**src/rtl/digit_scan_if.sv**
```systemverilog
// Handshake bundle between a digit scan controller and its host.
// With SCAN_SKIP_EN defined the bundle also carries the per-digit enable mask.
interface digit_scan_if;
    logic        en;
    logic        load;
    logic [15:0] data_in;
`ifdef SCAN_SKIP_EN
    logic [3:0]  mask;
`endif
    logic [1:0]  sel;
    logic        sel_valid;
    logic [3:0]  nibble;
    logic        frame_tick;

`ifdef SCAN_SKIP_EN
    modport master (
        output en, load, data_in, mask,
        input  sel, sel_valid, nibble, frame_tick
    );
    modport slave (
        input  en, load, data_in, mask,
        output sel, sel_valid, nibble, frame_tick
    );
`else
    modport master (
        output en, load, data_in,
        input  sel, sel_valid, nibble, frame_tick
    );
    modport slave (
        input  en, load, data_in,
        output sel, sel_valid, nibble, frame_tick
    );
`endif
endinterface

```
**src/rtl/digit_scan_ctrl.sv**
```systemverilog
// Four-digit display scan controller with dead-time blanking and frame-synchronous double buffering.
// Define SCAN_SKIP_EN to add a per-digit enable mask that skips disabled digits.
module digit_scan_ctrl #(
    parameter int unsigned PRESCALE = 1000,
    parameter int unsigned DEAD     = 4
) (
    input  logic       clk,
    input  logic       rst_n,
    digit_scan_if.slave bus
);

    localparam int unsigned CMAX = (PRESCALE > DEAD) ? PRESCALE : DEAD;
    localparam int unsigned CW   = (CMAX > 2) ? $clog2(CMAX) : 1;

    typedef enum logic [1:0] {
        IDLE   = 2'd0,
        ACTIVE = 2'd1,
        BLANK  = 2'd2
    } state_t;

    state_t        state_q;
    logic [CW-1:0] cnt_q;
    logic [1:0]    sel_q;
    logic          valid_q;
    logic          tick_q;
    logic [3:0]    nibble_q;

    logic [15:0]   disp_q, disp_d;
    logic [15:0]   pend_q, pend_d;
    logic          flag_q, flag_d;

    logic [3:0]    mask_w;
    logic [1:0]    first_sel;
    logic [1:0]    next_sel;
    logic          wrap;
    logic          act_end;
    logic          blank_end;
    logic          frame_edge;
    logic          commit;

    function automatic logic [3:0] pick(input logic [15:0] d, input logic [1:0] s);
        return d[{s, 2'b00} +: 4];
    endfunction

    function automatic logic [1:0] lowest(input logic [3:0] m);
        logic [1:0] r;
        if (m[0])      r = 2'd0;
        else if (m[1]) r = 2'd1;
        else if (m[2]) r = 2'd2;
        else if (m[3]) r = 2'd3;
        else           r = 2'd0;
        return r;
    endfunction

    // Walks forward from s; a lone enabled digit returns s itself.
    function automatic logic [1:0] next_en(input logic [1:0] s, input logic [3:0] m);
        logic [1:0] c;
        logic [1:0] r;
        logic       found;
        c     = s;
        r     = s;
        found = 1'b0;
        for (int unsigned i = 0; i < 4; i++) begin
            c = c + 2'd1;
            if (!found && m[c]) begin
                r     = c;
                found = 1'b1;
            end
        end
        return r;
    endfunction

`ifdef SCAN_SKIP_EN
    assign mask_w = bus.mask;
`else
    assign mask_w = 4'b1111;
`endif

    assign first_sel  = lowest(mask_w);
    assign next_sel   = next_en(sel_q, mask_w);
    assign wrap       = (next_sel <= sel_q);
    assign act_end    = (state_q == ACTIVE) && (cnt_q == CW'(PRESCALE - 1));
    assign blank_end  = (state_q == BLANK) && (cnt_q == CW'(DEAD - 1));
    assign frame_edge = bus.en && act_end && wrap && (mask_w != '0);
    assign commit     = (state_q == IDLE) || frame_edge;

    // A load landing on a commit cycle bypasses pending and goes straight to display.
    always_comb begin
        disp_d = disp_q;
        pend_d = pend_q;
        flag_d = flag_q;
        if (commit) begin
            if (bus.load) begin
                disp_d = bus.data_in;
            end else if (flag_q) begin
                disp_d = pend_q;
            end
            flag_d = 1'b0;
        end else if (bus.load) begin
            pend_d = bus.data_in;
            flag_d = 1'b1;
        end
    end

    always_ff @(posedge clk or negedge rst_n) begin
        if (!rst_n) begin
            disp_q <= '0;
            pend_q <= '0;
            flag_q <= 1'b0;
        end else begin
            disp_q <= disp_d;
            pend_q <= pend_d;
            flag_q <= flag_d;
        end
    end

    // nibble is looked up from the post-commit buffer so it always matches the new sel.
    always_ff @(posedge clk or negedge rst_n) begin
        if (!rst_n) begin
            state_q  <= IDLE;
            cnt_q    <= '0;
            sel_q    <= '0;
            valid_q  <= 1'b0;
            tick_q   <= 1'b0;
            nibble_q <= '0;
        end else begin
            tick_q   <= 1'b0;
            nibble_q <= pick(disp_d, sel_q);
            if (!bus.en) begin
                state_q  <= IDLE;
                cnt_q    <= '0;
                sel_q    <= '0;
                valid_q  <= 1'b0;
                nibble_q <= pick(disp_d, 2'd0);
            end else begin
                case (state_q)
                    IDLE: begin
                        cnt_q <= '0;
                        if (mask_w != '0) begin
                            state_q  <= ACTIVE;
                            sel_q    <= first_sel;
                            valid_q  <= 1'b1;
                            nibble_q <= pick(disp_d, first_sel);
                        end else begin
                            sel_q    <= '0;
                            valid_q  <= 1'b0;
                            nibble_q <= pick(disp_d, 2'd0);
                        end
                    end
                    ACTIVE: begin
                        if (act_end) begin
                            cnt_q   <= '0;
                            valid_q <= 1'b0;
                            if (mask_w == '0) begin
                                state_q  <= IDLE;
                                sel_q    <= '0;
                                nibble_q <= pick(disp_d, 2'd0);
                            end else begin
                                state_q  <= BLANK;
                                sel_q    <= next_sel;
                                tick_q   <= wrap;
                                nibble_q <= pick(disp_d, next_sel);
                            end
                        end else begin
                            cnt_q <= cnt_q + CW'(1);
                        end
                    end
                    BLANK: begin
                        if (blank_end) begin
                            state_q <= ACTIVE;
                            cnt_q   <= '0;
                            valid_q <= 1'b1;
                        end else begin
                            cnt_q <= cnt_q + CW'(1);
                        end
                    end
                    default: begin
                        state_q  <= IDLE;
                        cnt_q    <= '0;
                        sel_q    <= '0;
                        valid_q  <= 1'b0;
                        nibble_q <= pick(disp_d, 2'd0);
                    end
                endcase
            end
        end
    end

    assign bus.sel        = sel_q;
    assign bus.sel_valid  = valid_q;
    assign bus.nibble     = nibble_q;
    assign bus.frame_tick = tick_q;

endmodule

```
**src/flat_wrapper.sv**
```systemverilog
// flat-port wrapper written by rule: the top's interface ports become plain ports
module digit_scan_ctrl_flat 
#(
    parameter int unsigned PRESCALE = 1000,
    parameter int unsigned DEAD     = 4
)
  (clk, rst_n, bus_en, bus_load, bus_data_in, bus_sel, bus_sel_valid, bus_nibble, bus_frame_tick);
  digit_scan_if bus_i ();
  input  logic clk;
  input  logic rst_n;
  input wire logic [$bits(bus_i.en)-1:0] bus_en;
  input wire logic [$bits(bus_i.load)-1:0] bus_load;
  input wire logic [$bits(bus_i.data_in)-1:0] bus_data_in;
  output wire logic [$bits(bus_i.sel)-1:0] bus_sel;
  output wire logic [$bits(bus_i.sel_valid)-1:0] bus_sel_valid;
  output wire logic [$bits(bus_i.nibble)-1:0] bus_nibble;
  output wire logic [$bits(bus_i.frame_tick)-1:0] bus_frame_tick;
  assign bus_i.en = bus_en;
  assign bus_i.load = bus_load;
  assign bus_i.data_in = bus_data_in;
  assign bus_sel = bus_i.sel;
  assign bus_sel_valid = bus_i.sel_valid;
  assign bus_nibble = bus_i.nibble;
  assign bus_frame_tick = bus_i.frame_tick;
  digit_scan_ctrl #(.PRESCALE(PRESCALE), .DEAD(DEAD)) u_core (.clk(clk), .rst_n(rst_n), .bus(bus_i));
endmodule
```
**config.mk**
```make
export PLATFORM = sky130hd
export DESIGN_NAME = digit_scan_ctrl_flat
export DESIGN_NICKNAME = d
export VERILOG_FILES = /design/src/rtl/digit_scan_if.sv /design/src/rtl/digit_scan_ctrl.sv /design/src/flat_wrapper.sv
export SDC_FILE = /design/constraint.sdc
export NUM_CORES = 1
export LEC_CHECK = 0
export ABC_CLOCK_PERIOD_IN_PS = 3900
export CAP_MARGIN = 20
export CORE_UTILIZATION = 58
export DETAILED_ROUTE_END_ITERATION = 16
export GPL_TIMING_DRIVEN = 1
export HOLD_SLACK_MARGIN = 0.03
export PLACE_DENSITY_LB_ADDON = 0.25
export SYNTH_ARGS = -nofsm -noshare
export SYNTH_HDL_FRONTEND = slang
export SYNTH_SLANG_ARGS = --single-unit
```
**constraint.sdc**
```tcl
create_clock -name clk -period 3.9 [get_ports clk]
set_input_delay 0.39 -clock clk [delete_from_list [all_inputs] [get_ports clk]]
set_output_delay 0.39 -clock clk [all_outputs]
set_load 0.03 [all_outputs]
```
# After elaboration in Yosys (flattened, before gate mapping)
# Index checks and enable logic that the tools add are counted.
[word_totals] register_bits=53 latchBits=0 ram_bits=0 romBits=0 input_bits=20 out_inout_bits=8 memories=0
[classes] addsub=5 multipliers=0 div=0 n_lt_le_gt_ge=5 n_eq_ne=7 shifts=2 muxes=41 bitwise_logic=1 reduce_logical=16
[op_table] op="two-way mux 16 bit" count=3
[op_table] op="variable part select 16 x 5 -> 4 bit" count=2
[op_table] op="two-way mux 10 bit" count=3
[op_table] op="case mux 10 bit (2 select lines)" count=1
[op_table] op="two-way mux 2 bit" count=9
[op_table] op="two-way mux 1 bit" count=15
[op_table] op="< comparator 2 x 3 -> 1 bit (second input constant)" count=4
[op_table] op="adder 10 x 1 -> 10 bit (second input constant)" count=1
[op_table] op="equality test 10 bit (second input constant)" count=1
[op_table] op="equality test 10 x 2 -> 1 bit (second input constant)" count=1
[op_table] op="adder 2 x 1 -> 2 bit (second input constant)" count=4
[op_table] op="binary-select mux 1 bit (select 2 bit)" count=4
[op_table] op="two-way mux 4 bit" count=2
[op_table] op="case mux 4 bit (2 select lines)" count=1
[op_table] op="logical AND 1 bit" count=7
[op_table] op="inequality test 3 x 2 -> 1 bit (second input constant)" count=2
[op_table] op="case mux 2 bit (3 select lines)" count=1
[op_table] op="AND reduction 2 bit" count=3
[op_table] op="case mux 2 bit (2 select lines)" count=1
[op_table] op="logical NOT 1 bit" count=3
[op_table] op="case mux 1 bit (3 select lines)" count=1
[op_table] op="equality test 2 x 1 -> 1 bit (second input constant)" count=1
[op_table] op="equality test 2 bit (second input constant)" count=1
[op_table] op="less-or-equal comparator 2 bit" count=1
[op_table] op="5 further kinds" count=5

# Longest topological paths before layout
# Gate-level depths: netlist of run 1.
[depth] depth_word=21 ltp_mapped=10

# Worst setup path before layout of run 1
# No wires, ideal clock.
[synth_path] path_kind="register to register" start="register u_core.state_q[1]" end="register u_core.nibble_q[3] (netlist: u_core.bus.nibble[3])" setup_time_ns=0.133 arrival_ns=2.110 t_required_ns=3.767 path_slack_ns=1.657 stages_incl_launch_ff=9 path_buffers=0 cell_sequence="dfrtp_1 -> inv_1 -> ha_1 -> nand4_2 -> or4_4 -> a32oi_1 -> a221oi_1 -> a311oi_1 -> a22oi_1"
[synth_via] elab_chain_cells=10
[synth_rtl] item="start: declaration" line_no="digit_scan_ctrl.sv:21" source="state_t state_q;"
[synth_rtl] item="start signal: assignment" line_no="digit_scan_ctrl.sv:120" source="state_q <= IDLE;"
[synth_rtl] item="start signal: assignment" line_no="digit_scan_ctrl.sv:130" source="state_q <= IDLE;"
[synth_rtl] item="start signal: assignment" line_no="digit_scan_ctrl.sv:140" source="state_q <= ACTIVE;"
[synth_rtl] item="equality test 2 x 1 -> 1 bit" line_no="digit_scan_ctrl.sv:82, digit_scan_ctrl.sv:136"
[synth_rtl] item="logical AND 1 bit" line_no="digit_scan_ctrl.sv:82" source="assign act_end = (state_q == ACTIVE) && (cnt_q == CW'(PRESCALE - 1));"
[synth_rtl] item="logical AND 1 bit (2 in a row)" line_no="digit_scan_ctrl.sv:84" source="assign frame_edge = bus.en && act_end && wrap && (mask_w != '0);"
[synth_rtl] item="logical OR 1 bit" line_no="digit_scan_ctrl.sv:85" source="assign commit = (state_q == IDLE) || frame_edge;"
[synth_rtl] item="two-way mux 16 bit" line_no="digit_scan_ctrl.sv:92" source="if (commit) begin"
[synth_rtl] item="variable part select 16 x 5 -> 4 bit" line_no="digit_scan_ctrl.sv:42" source="return d[{s, 2'b00} +: 4];"
[synth_rtl] item="two-way mux 4 bit" line_no="digit_scan_ctrl.sv:151" source="if (act_end) begin"
[synth_rtl] item="case mux 4 bit (2 select lines)" line_no="digit_scan_ctrl.sv:136" source="case (state_q)"
[synth_rtl] item="two-way mux 4 bit (*)" line_no="digit_scan_ctrl.sv:129" source="if (!bus.en) begin"
[synth_rtl] item="end signal: assignment" line_no="digit_scan_ctrl.sv:128" source="nibble_q <= pick(disp_d, sel_q);"
[synth_rtl] item="end signal: assignment" line_no="digit_scan_ctrl.sv:134" source="nibble_q <= pick(disp_d, 2'd0);"
[synth_rtl] item="end signal: assignment" line_no="digit_scan_ctrl.sv:157" source="nibble_q <= pick(disp_d, 2'd0);"
[synth_rtl] item="end: declaration" line_no="digit_scan_ctrl.sv:26" source="logic [3:0] nibble_q;"
# Mark *: on every way between the ends. The rest lies on a longest branch, timed or not.
# A chain may end at the register's enable or synchronous reset.

# Worst setup path after layout of run 1
[layout_path] start="register u_core.state_q[1]" end="register u_core.nibble_q[0] (netlist: u_core.bus.nibble[0])"
[layout_via] elab_chain_cells=10
[layout_rtl] item="equality test 2 x 1 -> 1 bit" line_no="digit_scan_ctrl.sv:82"
[layout_rtl] item="logical AND 1 bit" line_no="digit_scan_ctrl.sv:82"
[layout_rtl] item="logical AND 1 bit (2 in a row)" line_no="digit_scan_ctrl.sv:84"
[layout_rtl] item="logical OR 1 bit (*)" line_no="digit_scan_ctrl.sv:85"
[layout_rtl] item="two-way mux 16 bit (*)" line_no="digit_scan_ctrl.sv:92"
[layout_rtl] item="net u_core.disp_d[0]" line_no="digit_scan_ctrl.sv:28" source="logic [15:0] disp_q, disp_d;"
[layout_rtl] item="variable part select 16 x 5 -> 4 bit" line_no="digit_scan_ctrl.sv:42"
[layout_rtl] item="two-way mux 4 bit" line_no="digit_scan_ctrl.sv:151"
[layout_rtl] item="case mux 4 bit (2 select lines)" line_no="digit_scan_ctrl.sv:136"
[layout_rtl] item="two-way mux 4 bit (*)" line_no="digit_scan_ctrl.sv:129"
# Mark *: on every way through the listed nets, which the timed path passes. The rest lies on a longest branch.

==> summary.txt, run 1 <==
Logic synthesis
  • Yosys reg bits: 53
  • Seq/Total Area, Yosys: 47.8%
  • Post-synth EDFFs: 0
  • Mapped cell area: 2780 sq um
  • Post-synthesis cell count: 268
  • Most used DFF post-synth: dfrtp_1
  • Asr flop ratio synth: 100%
  • Cell variety after synth: 59
  • Syn_nets: 294
  • Syn_area_per_cell: 10.4 sq um
  • Yosys warning count: 0

STA
  • Setup TNS: 0 ps
  • Worst Tran Pin Value: 706 ps
  • Final setup vio count: 0
  • Slew Viols, Final: 0
  • Hold Worst Slack: 483 ps
  • Setup ws final: 1310 ps
  • Achievable frequency: 386 MHz
  • RSZ-0062 raised after global routing: no
  • Hold Vio Cnt, Final: 0
  • Crit path time final: 2590 ps
  • Final period utilization: 66.4%
  • Clk_skew: 11.8 ps
  • Max_slew headroom: 52.5%

Global route
  • Total Routing Usage GR: 25.4%
  • Maximum number of pins on one net before global-route repair: 40
  • Vias in the first global route: 2,067
  • Initial antenna violation count: 0
  • First-pass GRT wire length: 10.0 mm
  • Grt ovf: 0

Route
  • DRT Pass-1 Iters: 13
  • Drt wl/cell: 16.5 um
  • Antenna viol nets, final: 0
  • Total wire length: 5.74 mm
  • Post-route DRC: 1
  • Initial DRC Count: 229
  • DR vias/cell: 6.24
  • Routed via count: 2,167

Worst setup path
  • Critical path type: flip-flop to flip-flop
  • WP data required: 4100 ps
  • FF-to-FF End: u_core.bus.nibble[0]
  • Reg2reg setup slack: 1310 ps
  • Worst setup path start: u_core.state_q[1]
  • CP Capture Type: flip-flop
  • Crit path DAT: 2790 ps
  • Crit start category: flip-flop
  • Crit path max-delay cell type: nor4_2
  • Worst Path Max Fanout: 7
  • Max stage delay on crit path: 530 ps
  • Reg2reg start: u_core.state_q[1]
  • Worst r2r path cells: 10
  • Crit-path cells: inv_1, ha_1, nand4_2, nor4_2, nor2_1, a21oi_2, inv_2, mux2i_1, a21oi_1, a211o_1

Worst hold path
  • Hold endpoint: u_core.cnt_q[0]
  • Hold depth: 1
  • Hold Path Class: flip-flop to flip-flop
  • Hold_sp: u_core.cnt_q[0]

Placed design
  • Placed Area: 3080 sq um
  • GPL Wtd Cong: 0.870
  • IO buf count: 27
  • Final HPWL DP: 4.19 mm
  • Placed insts: 339
  • Dpl ws: 1090 ps

Clocking
  • CTS Root Cell: clkbuf_8
  • Skew-Pair Late Insertion Delay: 300 ps
  • Worst-path clk slew: 100 ps
  • Clock sink total: 53
  • CTS Buf Count: 5
  • CTS tree: built
  • CTS Hold Bufs: 1
  • H-tree depth: 2
  • Maximum clock path buffer count: 2
  • # resized after CTS: 0
  • Setup bufs post-CTS: 0

Status
  • Status: finished, violations left
  • Failing checks: design-rule violations

Cells and area
  • Non-filler instance count after layout: 347
  • Final Util: 70.9%
  • Final net count: 321
  • # diodes: 0
  • Area growth, synth to finish: 14.3%
  • Fill cells: 352
  • Final design area excluding fillers: 3170 sq um
  • Layout cell share with drive strength beyond 1: 11.9%

Floorplan
  • Die Y: 71.2 um
  • Io pins: 28
  • Die area: 5070 sq um
  • Initial Util: 62.0%
  • Die Wd: 71.2 um
  • Number of core rows: 24
  • Core footprint: 4470 sq um

Power
  • Static Leak: 1.37 nW
  • PwrDens: 642 nW/um^2
  • VDD IR max: 0.000350 V
  • Power, Total: 2.04 mW

Job
  • # Max-Cap Violations: 0
-- synthesized netlist by cell type (2+ instances only) --
cell / count / area share, %
a22o_1: 7 / 2.2
mux2i_1: 3 / 1.1
nor2_1: 24 / 3.2
clkbuf_1: 6 / 0.81
xnor2_1: 2 / 0.63
a32oi_1: 4 / 1.3
and2_1: 2 / 0.45
a22oi_1: 10 / 2.7
o22ai_1: 4 / 0.90
o211ai_1: 4 / 1.1
dfrtp_1: 53 / 48
nor2b_1: 4 / 0.90
a21oi_1: 9 / 1.6
nand4_1: 5 / 1.1
inv_1: 23 / 3.1
nand2_1: 18 / 2.4
o21ai_1: 2 / 0.36
o32ai_1: 3 / 0.95
nand3_1: 6 / 1.1
ha_1: 6 / 2.7
mux2_2: 13 / 5.3
and3_1: 2 / 0.45
mux4_2: 2 / 1.6
xor2_1: 6 / 1.9
a31oi_1: 2 / 0.45
nand2b_1: 2 / 0.45
nor3_1: 4 / 0.72
nor4_1: 3 / 0.68
o21ai_0: 6 / 1.1
buf_2: 4 / 0.72
-- area by class of cell --
type,count,area (sq um),area share (%)
clock buffers,5,68.8,2.17
clock inverters,2,16.3,0.513
inverters,25,93.8,2.96
multi-input cells,179,1310,41.1
flip-flops and latches,53,1330,41.8
well taps,52,65.1,2.05
repair buffers,31,298,9.38
-- worst max path at each step --
stage                           end  slack, ps  cells after the start
2_1_floorplan  u_core.bus.nibble[3]       1660                      8
3_3_place_gp      u_core.pend_q[11]       1100                      5
3_5_place_dp       u_core.pend_q[8]       1090                      5
4_1_cts            u_core.pend_q[8]       1310                      5
5_1_grt        u_core.bus.nibble[0]       1120                      7
6_report       u_core.bus.nibble[0]       1310                     10
-- registers in the layout, indices dropped and copies added, names as in the netlist, 2 cells and up --
register	flops
u_core.disp_q	16
u_core.bus.nibble	4
u_core.cnt_q	10
u_core.pend_q	16
u_core.bus.sel	2
u_core.state_q	2
-- cells by family (layout without fill, tap and decap cells) --
family,count (synthesis),after routing,share of synthesized area (%)
XOR/XNOR,8,8,2.52
adder cells (fa/ha/maj),6,6,2.71
AND/OR/NAND/NOR,80,80,15.1
multiplexers,18,18,7.98
buffers and inverters,36,63,5.18
AO/OA/AOI/OAI,67,67,18.8
flip-flops,53,53,47.8
-- power breakdown --
part / internal (mW) / switching (mW)
clock network: 0.124 / 0.178
registers: 0.756 / 0.0983
logic: 0.376 / 0.504
-- layer usage --
metal	vias to the layer above	part of all wire (%)	global-route usage, %
met3	5	5.8	5.41
met1	1036	48	39.7
li1	1039	-	-
met5	-	0	0
met4	0	0.73	7.11
met2	87	45	35.4
-- cell usage in the layout, fill, tap and decap left out, types with 4 or more instances in the layout --
master	instances
nand3_1	6
clkdlybuf4s50_1	26
o211ai_1	4
clkbuf_8	5
nor2_1	24
mux2_2	13
a22oi_1	10
nand2_1	18
ha_1	6
nor3_1	4
a32oi_1	4
dfrtp_1	53
o22ai_1	4
xor2_1	6
nand4_1	5
o21ai_0	6
a22o_1	7
inv_1	23
a21oi_1	9
nor2b_1	4
-- worst max-delay path, delay by kind of cell (launching register included) --
family          cells  cell delay, ps
buf+inv             2             140
simple gates        3             950
compound gates      3             590
mux                 1             120
flops               1             420
fa+ha+maj           1             290
Power figures use the tool's default switching activity.
==> run 2, diff against run 1 <==
--- a/config.mk
+++ b/config.mk
@@ -5,9 +5,9 @@
 export SDC_FILE = /design/constraint.sdc
 export NUM_CORES = 1
 export LEC_CHECK = 0
-export ABC_CLOCK_PERIOD_IN_PS = 3900
+export ABC_CLOCK_PERIOD_IN_PS = 2200
 export CAP_MARGIN = 20
-export CORE_UTILIZATION = 58
+export CORE_UTILIZATION = 51
 export DETAILED_ROUTE_END_ITERATION = 16
 export GPL_TIMING_DRIVEN = 1
 export HOLD_SLACK_MARGIN = 0.03
==> constraint.sdc (replaced) <==
create_clock -name clk -period 2.2 [get_ports clk]
set_input_delay 0.22 -clock clk [delete_from_list [all_inputs] [get_ports clk]]
set_output_delay 0.22 -clock clk [all_outputs]
set_load 0.03 [all_outputs]
==> run 2 against run 1 <==
The run ends with negative setup slack left. Die area up 13%. Largest power group unchanged. Register-to-register slack worse by 1300 ps. Core utilization up 0.97 points. Routed wire length up 17%. Combinational power rose to 2.5 times the previous value. First-iteration DRC count down 24%. Worst setup slack worse by 1300 ps. Critical path depth down 2.
==> summary.txt, run 2 (synthesis gave the netlist of run 1 again) <==
Cells and area
  • Most frequent cells in the layout: dfrtp_1 (52), buf_4 (50), clkdlybuf4s50_1 (26)
  • Final Util: 71.9%
  • # diodes: 0
  • Commonest non-fill, non-tap cell in the layout: dfrtp_1
  • Layout cell share with drive strength beyond 1: 31.2%
  • Non-filler instance count after layout: 413
  • Top Registers: u_core.disp_q: 16 flops, u_core.pend_q: 16 flops, u_core.cnt_q: 10 flops
  • Final net count: 368
  • Area growth, synth to finish: 34.0%

Route
  • Initial DRC Count: 173
  • Drt wl/cell: 16.3 um
  • Antenna viol nets, final: 0
  • Post-route DRC: 0
  • DRT Pass-1 Iters: 4
  • DR vias/cell: 5.69
  • Routed via count: 2,352
  • Total wire length: 6.72 mm

STA
  • Setup TNS: -74.0 ps
  • Setup ws final: -34.0 ps
  • RSZ-0062 raised after global routing: yes
  • Hold Vio Cnt, Final: 0
  • Max_slew headroom: 55.9%
  • Final setup vio count: 3
  • Worst Tran Pin Value: 662 ps
  • Slew Viols, Final: 0
  • Achievable frequency: 448 MHz
  • Hold Worst Slack: 5.52 ps
  • Crit path time final: 2230 ps
  • Clk_skew: 10.2 ps
  • Final period utilization: 102%

Clocking
  • CTS tree: built
  • Clock sink total: 53
  • Maximum clock path buffer count: 2
  • Skew-Pair Late Insertion Delay: 310 ps
  • CTS Root Cell: clkbuf_8
  • H-tree depth: 2
  • Worst-path clk slew: 100 ps
  • CTS Buf Count: 5

Power
  • Combinational Power Share: 51.5%
  • Static Leak: 1.63 nW
  • PwrDens: 1160 nW/um^2
  • Clock network power share: 13.1%
  • Sequential Power Share: 35.4%
  • Net Sw Frac: 37.7%
  • Switch Pwr: 1.63 mW
  • Pint: 2.70 mW
  • VDD IR max: 0.000624 V

Global route
  • Maximum number of pins on one net before global-route repair: 54
  • Initial antenna violation count: 0
  • Vias in the first global route: 2,234
  • Grt ovf: 0
  • First-pass GRT wire length: 10.7 mm
  • Total Routing Usage GR: 25.2%

Worst setup path
  • Crit start category: flip-flop
  • Critical path type: flip-flop to flip-flop
  • CP Capture Type: flip-flop
  • Crit path DAT: 2440 ps
  • WP data required: 2400 ps
  • Worst Path Max Fanout: 5

Status
  • Failing checks: negative setup slack
  • Status: finished, violations left

Job
  • # Max-Cap Violations: 0

Floorplan
  • Die Wd: 75.8 um
  • Die area: 5740 sq um
  • Number of core rows: 26
  • Core footprint: 5170 sq um
  • Die Y: 75.8 um
  • Initial Util: 53.7%
  • Io pins: 28

Placed design
  • IO buf count: 27
  • Dpl ws: -223 ps
  • GPL Wtd Cong: 0.895
  • Final HPWL DP: 4.72 mm
  • Placed insts: 402

Worst hold path
  • Hold Path Class: primary input to asynchronous set/reset pin
run 2: cell type report:
type | count | area (sq um)
Tap cell | 70 | 87.6
Multi-Input combinational cell | 179 | 1460
Timing Repair Buffer | 78 | 652
Inverter | 25 | 93.8
Fill cell | 363 | 1450
Clock buffer | 5 | 68.8
Sequential cell | 53 | 1330
Clock inverter | 3 | 25.0
run 2: repair_timing:
action	4_1_cts	5_1_grt
hold buffers	0	0
resized for setup	13	15
pin swaps	10	5
setup buffers	3	0
endpoints found under the setup margin	3	5
cloned	0	0
run 2: power groups by stage:
stage	Combinational, mW	Sequential [mW]	Clock [mW]
2_1_floorplan	1.08	1.57	0
5_1_grt	2.42	1.57	0.613
3_3_place_gp	1.90	1.51	0
3_5_place_dp	1.94	1.52	0
4_1_cts	2.09	1.52	0.579
6_report	2.23	1.53	0.569
run 2: worst paths after layout:
path                              startpoint                   end  slack [ps]  cells past startpoint
setup / recovery           u_core.state_q[1]  u_core.bus.nibble[0]         -30                      8
hold reg to reg             u_core.pend_q[2]      u_core.pend_q[2]         490                      2
hold / removal                         rst_n     u_core.pend_q[12]           6                      2
max in group asynchronous              rst_n     u_core.bus.sel[0]        1700                      2
min in group clk            u_core.pend_q[2]      u_core.pend_q[2]         490                      2
setup reg to reg           u_core.state_q[1]  u_core.bus.nibble[0]         -30                      8
run 2: metal layers:
| layer | global-route usage (%) | vias up | wire length (um) | share of wire [%] |
|---|---|---|---|---|
| met5 | 0 | - | 0 | 0 |
| met4 | 7.41 | 0 | 110 | 1.6 |
| met3 | 5.69 | 13 | 309 | 4.6 |
| met2 | 38.2 | 68 | 3190 | 47 |
| met1 | 36.3 | 1140 | 3110 | 46 |
| li1 | - | 1131 | - | - |
run 2: stage by stage:
stage | area (sq um) | total power, mW
floorplan | 2800 | 2.65
global placement | 3460 | 3.40
detailed placement | 3460 | 3.47
CTS | 3650 | 4.19
global route | 3720 | 4.60
finish | 3720 | 4.33
run 2: critical path: stages, from the launching register on:
cell and delay (ps):
dfrtp_1 400, inv_2 80, ha_4 150, nand4_4 110
or4_4 630, a32o_2 340, nand2_2 70, o211ai_1 90
a211o_1 270
